==> config.mk <==
export PLATFORM = sky130hd
export DESIGN_NAME = mem_port_arbiter
export DESIGN_NICKNAME = d
export VERILOG_FILES = /design/src/rtl/mem_port_arbiter.sv
export SDC_FILE = /design/constraint.sdc
export NUM_CORES = 1
export LEC_CHECK = 0
export CAP_MARGIN = 20
export CORE_AREA = 2 2 117 119
export CTS_BUF_LIST = sky130_fd_sc_hd__clkbuf_16
export CTS_CLUSTER_SIZE = 12
export DETAILED_ROUTE_END_ITERATION = 8
export DIE_AREA = 0 0 119 121
export PLACE_DENSITY = 0.95
export REMOVE_ABC_BUFFERS = 1
export SKIP_LAST_GASP = 1
export SLEW_MARGIN = 20
export SYNTH_ARGS = -nofsm -noshare
export SYNTH_HDL_FRONTEND = slang
export SYNTH_SLANG_ARGS = --single-unit
==> constraint.sdc <==
create_clock -name clk -period 3.7 [get_ports clk]
set_input_delay 0.925 -clock clk [delete_from_list [all_inputs] [get_ports clk]]
set_output_delay 0.925 -clock clk [all_outputs]
set_load 0.05 [all_outputs]
==> src/rtl/mem_port_arbiter.sv <==
// Main-memory port arbiter: fetch vs data-cache, one fixed-latency
// transaction at a time, one-cycle ack with read data to the winner.
module mem_port_arbiter #(
  parameter int ADDR_W       = 32,
  parameter int DATA_W       = 32,
  parameter int MEM_LATENCY  = 2,
  parameter int STARVE_LIMIT = 4
) (
  input  logic              clk,
  input  logic              rst_b,
  input  logic              i_req,
  input  logic [ADDR_W-1:0] i_addr,
  output logic              i_ack,
  output logic [DATA_W-1:0] i_rdata,
  input  logic              d_req,
  input  logic              d_we,
  input  logic [ADDR_W-1:0] d_addr,
  input  logic [DATA_W-1:0] d_wdata,
  output logic              d_ack,
  output logic [DATA_W-1:0] d_rdata,
  output logic [ADDR_W-1:0] mem_addr,
  output logic [DATA_W-1:0] mem_wdata,
  output logic              mem_write_en,
  input  logic [DATA_W-1:0] mem_rdata,
  output logic              busy,
  output logic              grant_data
);

  localparam int LW = (MEM_LATENCY > 1) ? $clog2(MEM_LATENCY) : 1;
  localparam int SW = $clog2(STARVE_LIMIT + 1);
  localparam logic [LW-1:0] LAT_TOP = LW'(MEM_LATENCY - 1);
  localparam logic [SW-1:0] SLIM    = SW'(STARVE_LIMIT);

  typedef enum logic [1:0] {
    S_IDLE,
    S_BUSY,
    S_DONE
  } state_t;

  state_t state_q, state_d;

  logic [LW-1:0]     lat_cnt;
  logic [SW-1:0]     starve_cnt;
  logic              own_q;
  logic              we_q;
  logic [ADDR_W-1:0] addr_q;
  logic [DATA_W-1:0] wdata_q;
  logic              pick_d;
  logic              grant;

  assign pick_d = d_req & ~(i_req & (starve_cnt == SLIM));
  assign grant  = (state_q == S_IDLE) & (i_req | d_req);

  assign mem_addr   = addr_q;
  assign mem_wdata  = wdata_q;
  assign busy       = (state_q != S_IDLE);
  assign grant_data = own_q;

  // State register
  always_ff @(posedge clk or negedge rst_b) begin
    if (!rst_b) state_q <= S_IDLE;
    else        state_q <= state_d;
  end

  // Next state, write strobe on first BUSY cycle, ack in DONE
  always_comb begin
    state_d      = state_q;
    i_ack        = 1'b0;
    d_ack        = 1'b0;
    mem_write_en = 1'b0;
    unique case (state_q)
      S_IDLE: begin
        if (grant) state_d = S_BUSY;
      end
      S_BUSY: begin
        mem_write_en = we_q & (lat_cnt == LAT_TOP);
        if (lat_cnt == '0) state_d = S_DONE;
      end
      S_DONE: begin
        i_ack   = ~own_q;
        d_ack   = own_q;
        state_d = S_IDLE;
      end
      default: state_d = S_IDLE;
    endcase
  end

  // Grant latch, starvation count, latency count, read capture
  always_ff @(posedge clk or negedge rst_b) begin
    if (!rst_b) begin
      lat_cnt    <= '0;
      starve_cnt <= '0;
      own_q      <= 1'b0;
      we_q       <= 1'b0;
      addr_q     <= '0;
      wdata_q    <= '0;
      i_rdata    <= '0;
      d_rdata    <= '0;
    end else if (grant) begin
      own_q   <= pick_d;
      we_q    <= pick_d & d_we;
      addr_q  <= pick_d ? d_addr : i_addr;
      if (pick_d) wdata_q <= d_wdata;
      lat_cnt <= LAT_TOP;
      if (pick_d && i_req)
        starve_cnt <= (starve_cnt == SLIM) ? SLIM
                    : starve_cnt + SW'(1);
      else
        starve_cnt <= '0;
    end else if (state_q == S_BUSY) begin
      if (lat_cnt != '0) begin
        lat_cnt <= lat_cnt - LW'(1);
      end else if (!we_q) begin
        if (own_q) d_rdata <= mem_rdata;
        else       i_rdata <= mem_rdata;
      end
    end
  end

endmodule

# == Yosys cells after proc, flatten, opt, wreduce, memory -nomap -nowiden ==
# Index checks and enable logic that the tools add are counted.
# Widths: inputs -> output; s select.
# totals
ram_bits,0
latch_bits,0
romBits,0
elab_cells,47
input_bits,133
memories,0
register_bits,136
output_inout_bits,133
# op_classes
shifts,0
n_reduce_logical,8
div_mod_pow,0
multipliers,0
magnitude_cmp,0
eq_ne,5
addsub,2
mux,12
bitwise_logic,11
# ops
op,n
$mux 32,1
$reduce_and 5->1,2
$mux 1,6
$mux 3,2
$and 1x1->1,5
$not 1->1,5
$mux 2,2
$ne 2x2->1 const B,2
$pmux 2 s2,1
$reduce_and 2->1,2
$reduce_bool 2->1,2
$add 3x1->3 const B,1
$eq 3x3->1 const B,1
$eq 2x1->1 const B,1
$eq 2x2->1 const B,1
$logic_not 2->1,1
$logic_and 1x1->1,1
$or 1x1->1,1
$sub 1x1->1 const B,1

# == Logic depth before layout (Yosys ltp) ==
# depth
word_depth,6
depth_mapped,7
depth_no_buf,5

# == Worst setup path before layout ==
# Ideal clock, no wire load.
# synth_path
path_type,register to output
start,"register own_q, in the netlist grant_data"
end,output port d_ack
required_ps,2775
path_stages_with_launch,3
t_arrival_ps,1963
n_path_buf,0
path_slack_ps,812
path_cell_list,dfrtp_1 -> inv_1 -> nor3b_1
# synth_between
elab_chain_len,1
# synth_rtl
element,line,text
start: declaration,44,logic own_q;
start signal: assignment,100,own_q <= pick_d;
$mux 1,71,unique case (state_q)
end: declaration,19,"output logic d_ack,"
# No other way between the ends.

# == Worst setup path in the final report ==
# layout_path
start,register state_q[0]
end,output port mem_write_en
# layout_between
elab_chain_len,2
# layout_rtl
element,line,text
start: declaration,40,"state_t state_q, state_d;"
start signal: assignment,62,else state_q <= state_d;
$eq 2x1->1,71,
$mux 1,71,
end: declaration,23,"output logic mem_write_en,"
# No other way between the ends.

==> run_results.csv <==
group,metric,value,unit
run_status,status,"completed",
synth,synth-edff-count,0,
clock_network,h-tree-depth,4,
route,drt-initial-drc-count,277,
placement,hpwlAfterDp,11600,um
sta,setup_violations,0,
finish,drive_gt1_share,19.5,%
placement,gp_congestion,0.847,
critical_path,regToRegStartpoint,"state_q[1]$_DFFE_PN0P_",
sta,layout_setup_ws,0.647,ns
power,p_leak,3.89,nW
power,peakVddDrop,0.542,mV
critical_path,r2r_slack,1.28,ns
flow_run,maxCapViolCount,0,
floorplan,die_y,121,um
worst_hold_path,min_path_cells,1,
global_routing,grt.overflow.total,0,
clock_network,cts_root_buffer,"clkbuf_16",
route,wl_met2,8530,um
clock_network,cts_tree,"yes",
global_routing,grt_max_degree,83,
route,drtPass1Iterations,5,
placement,placed_cell_area,0.00854,mm2
synth,async_flop_share,100,%
global_routing,grt_pass1_wl,25300,um
clock_network,clk_latency,0.41,ns
critical_path,crit_fanout,6,
route,m1WireLength,6180,um
global_routing,grt_pass1_vias,4782,
clock_network,postCtsSetupBuffers,0,
synth,synth_cell_types,31,
critical_path,critPathBufInv,1,
critical_path,startpoint_type,"flip-flop",
clock_network,cts_sinks,136,
global_routing,grt_usage,22.7,%
sta,finalCritPeriodShare,82.5,%
critical_path,max_stage_delay,0.86,ns
critical_path,reg2reg_depth,3,
sta,max_freq,328,MHz
route,wl_per_cell,18.5,um
critical_path,reg2reg_to,"d_rdata[20]$_DFFE_PN0P_",
finish,design_area,0.00911,mm2
sta,tightest_slew,1.06,ns
critical_path,cp_data_required_time,2.77,ns
floorplan,rows,42,
power,p_per_area,1140,mW/mm2
sta,drv_slew,0,
critical_path,cp-startpoint,"state_q[0]$_DFFE_PN0P_",
route,vias,4655,
finish,diodes,0,
finish,syn_to_final_growth,58.4,%
worst_hold_path,whs_endpoint,"i_rdata[27]$_DFFE_PN0P_",
critical_path,critPathCaptureType,"primary output",
sta,finalHoldViolCount,0,
sta,fin_skew,0.00631,ns
synth,synth-seq-cells,136,
clock_network,cts_buffers,17,
floorplan,core-area,0.0131,mm2
floorplan,die_area,0.0144,mm2
critical_path,crit_slowest_cell,"clkdlybuf4s50_1",
synth,synth_flop_cell,"dfrtp_1",
critical_path,path_cells,"nor2b_1 > and3_1 > clkdlybuf4s50_1",
floorplan,io_pins,266,
route,ant_nets,0,
route,drc,0,
route,top_layer_used,"met4",
synth,syn_avg_cell_area,13.3,um2
route,routed_via_density,5.31,
synth,synth_area,0.00575,mm2
global_routing,antenna_found_initial,0,
worst_hold_path,hp-start,"i_rdata[27]$_DFFE_PN0P_",
clock_network,clk_pin_slew,0.05,ns
worst_hold_path,min_path_type,"flip-flop to flip-flop",
critical_path,cp_top_family,"buffers and inverters",
synth,synth_warnings,0,
route,met3_length,1130,um
synth,syn_inst,432,
synth,synth-seq-area-share,59.2,%
clock_network,cts_resized,0,
finish,n_fill_cell,877,
finish,stdcell_count,877,
clock_network,hold_buffers,0,
sta,rsz0062_at_grt,"no",
finish,final_cell_mix,"clkdlybuf4s50_1, dfrtp_1, mux2_2",
critical_path,arrival,2.13,ns
critical_path,path_class,"flip-flop to primary output",
sta,period_minus_slack,3.05,ns
placement,port_buffers,265,
floorplan,start_util,43.9,%
finish,finalNetCount,823,
clock_network,cts_max_path_buffers,2,
route,totalWireLength,16200,um
floorplan,die_w,119,um
placement,place_ws,0.654,ns
placement,dp_cells,845,
power,fin_total_pwr,0.0104,W
sta,maxSlewHeadroom,29.1,%
finish,final_common_cell,"clkdlybuf4s50_1",
[power breakdown]
part	total, W	switching, W	internal (W)
clock	0.00160	0.000621	0.000978
combinational	0.00605	0.00379	0.00226
sequential	0.00273	0.000475	0.00225
[through the flow]
stage / hold slack (ns) / TNS (ns) / utilization [%]
3_5_place_dp: 0.486 / 0 / 65.3
3_3_place_gp: 0.467 / 0 / 65.3
4_1_cts: 0.498 / 0 / 69.6
5_1_grt: 0.510 / 0 / 69.6
2_1_floorplan: 0.488 / -39.22 / -
6_report: 0.502 / 0 / 69.6
[cell usage after synthesis, types with 2 or more instances]
cell type  instances  share of area, %
nand3_1           34               3.0
and2_1             2              0.22
nor2_1             3              0.20
ha_1               2              0.44
nor3b_1            2              0.26
mux2_2            65                13
clkbuf_1          20               1.3
buf_6              3              0.59
nand4_1           32               3.5
buf_2             12               1.0
inv_1             36               2.3
mux2_4            30               7.8
o221ai_1          32               4.9
nand2_1            7              0.46
dfrtp_1          136                59
[registers in the layout (all words and copies together), names as in the netlist]
name	flops
d_rdata	32
i_rdata	32
mem_addr	32
mem_wdata	32
starve_cnt	3
state_q	2
grant_data	1
lat_cnt	1
we_q	1
[worst max path at each step]
| stage | slack [ns] | cells after the start | endpoint |
|---|---|---|---|
| floorplan | -1.12 | 3 | mem_wdata[0]$_DFFE_PN0P_ |
| global placement | 0.83 | 4 | mem_addr[6]$_DFFE_PN0P_ |
| detailed placement | 0.65 | 4 | mem_addr[25]$_DFFE_PN0P_ |
| CTS | 0.61 | 3 | mem_write_en |
| global route | 0.58 | 3 | mem_write_en |
| finish | 0.65 | 3 | mem_write_en |
[layout make-up]
class                           instances  area (um2)  area share [%]
Sequential cell                       136        3400            37.4
Clock buffer                           17         425            4.67
Clock inverter                         15         138            1.51
Timing Repair Buffer                  273        2730            29.9
Multi-Input combinational cell        224        2060            22.6
Tap cell                              176         220            2.42
Inverter                               36         135            1.48
[cell families (layout without fill, tap and decap cells)]
family	after synthesis	in the layout	share of synthesized area, %
flops	136	136	59.2
simple gates	87	87	8.51
buf+inv	72	341	5.35
fa+ha+maj	2	2	0.435
mux	96	96	20.8
compound gates	39	39	5.77
[metal layers]
metal / up-vias / global-route usage (%)
met2: 248 / 39.4
met3: 32 / 5.64
met1: 2282 / 26.7
met4: 0 / 9.82
met5: - / 0
li1: 2093 / -
Note: power is estimated with default switching activity, not from simulation.
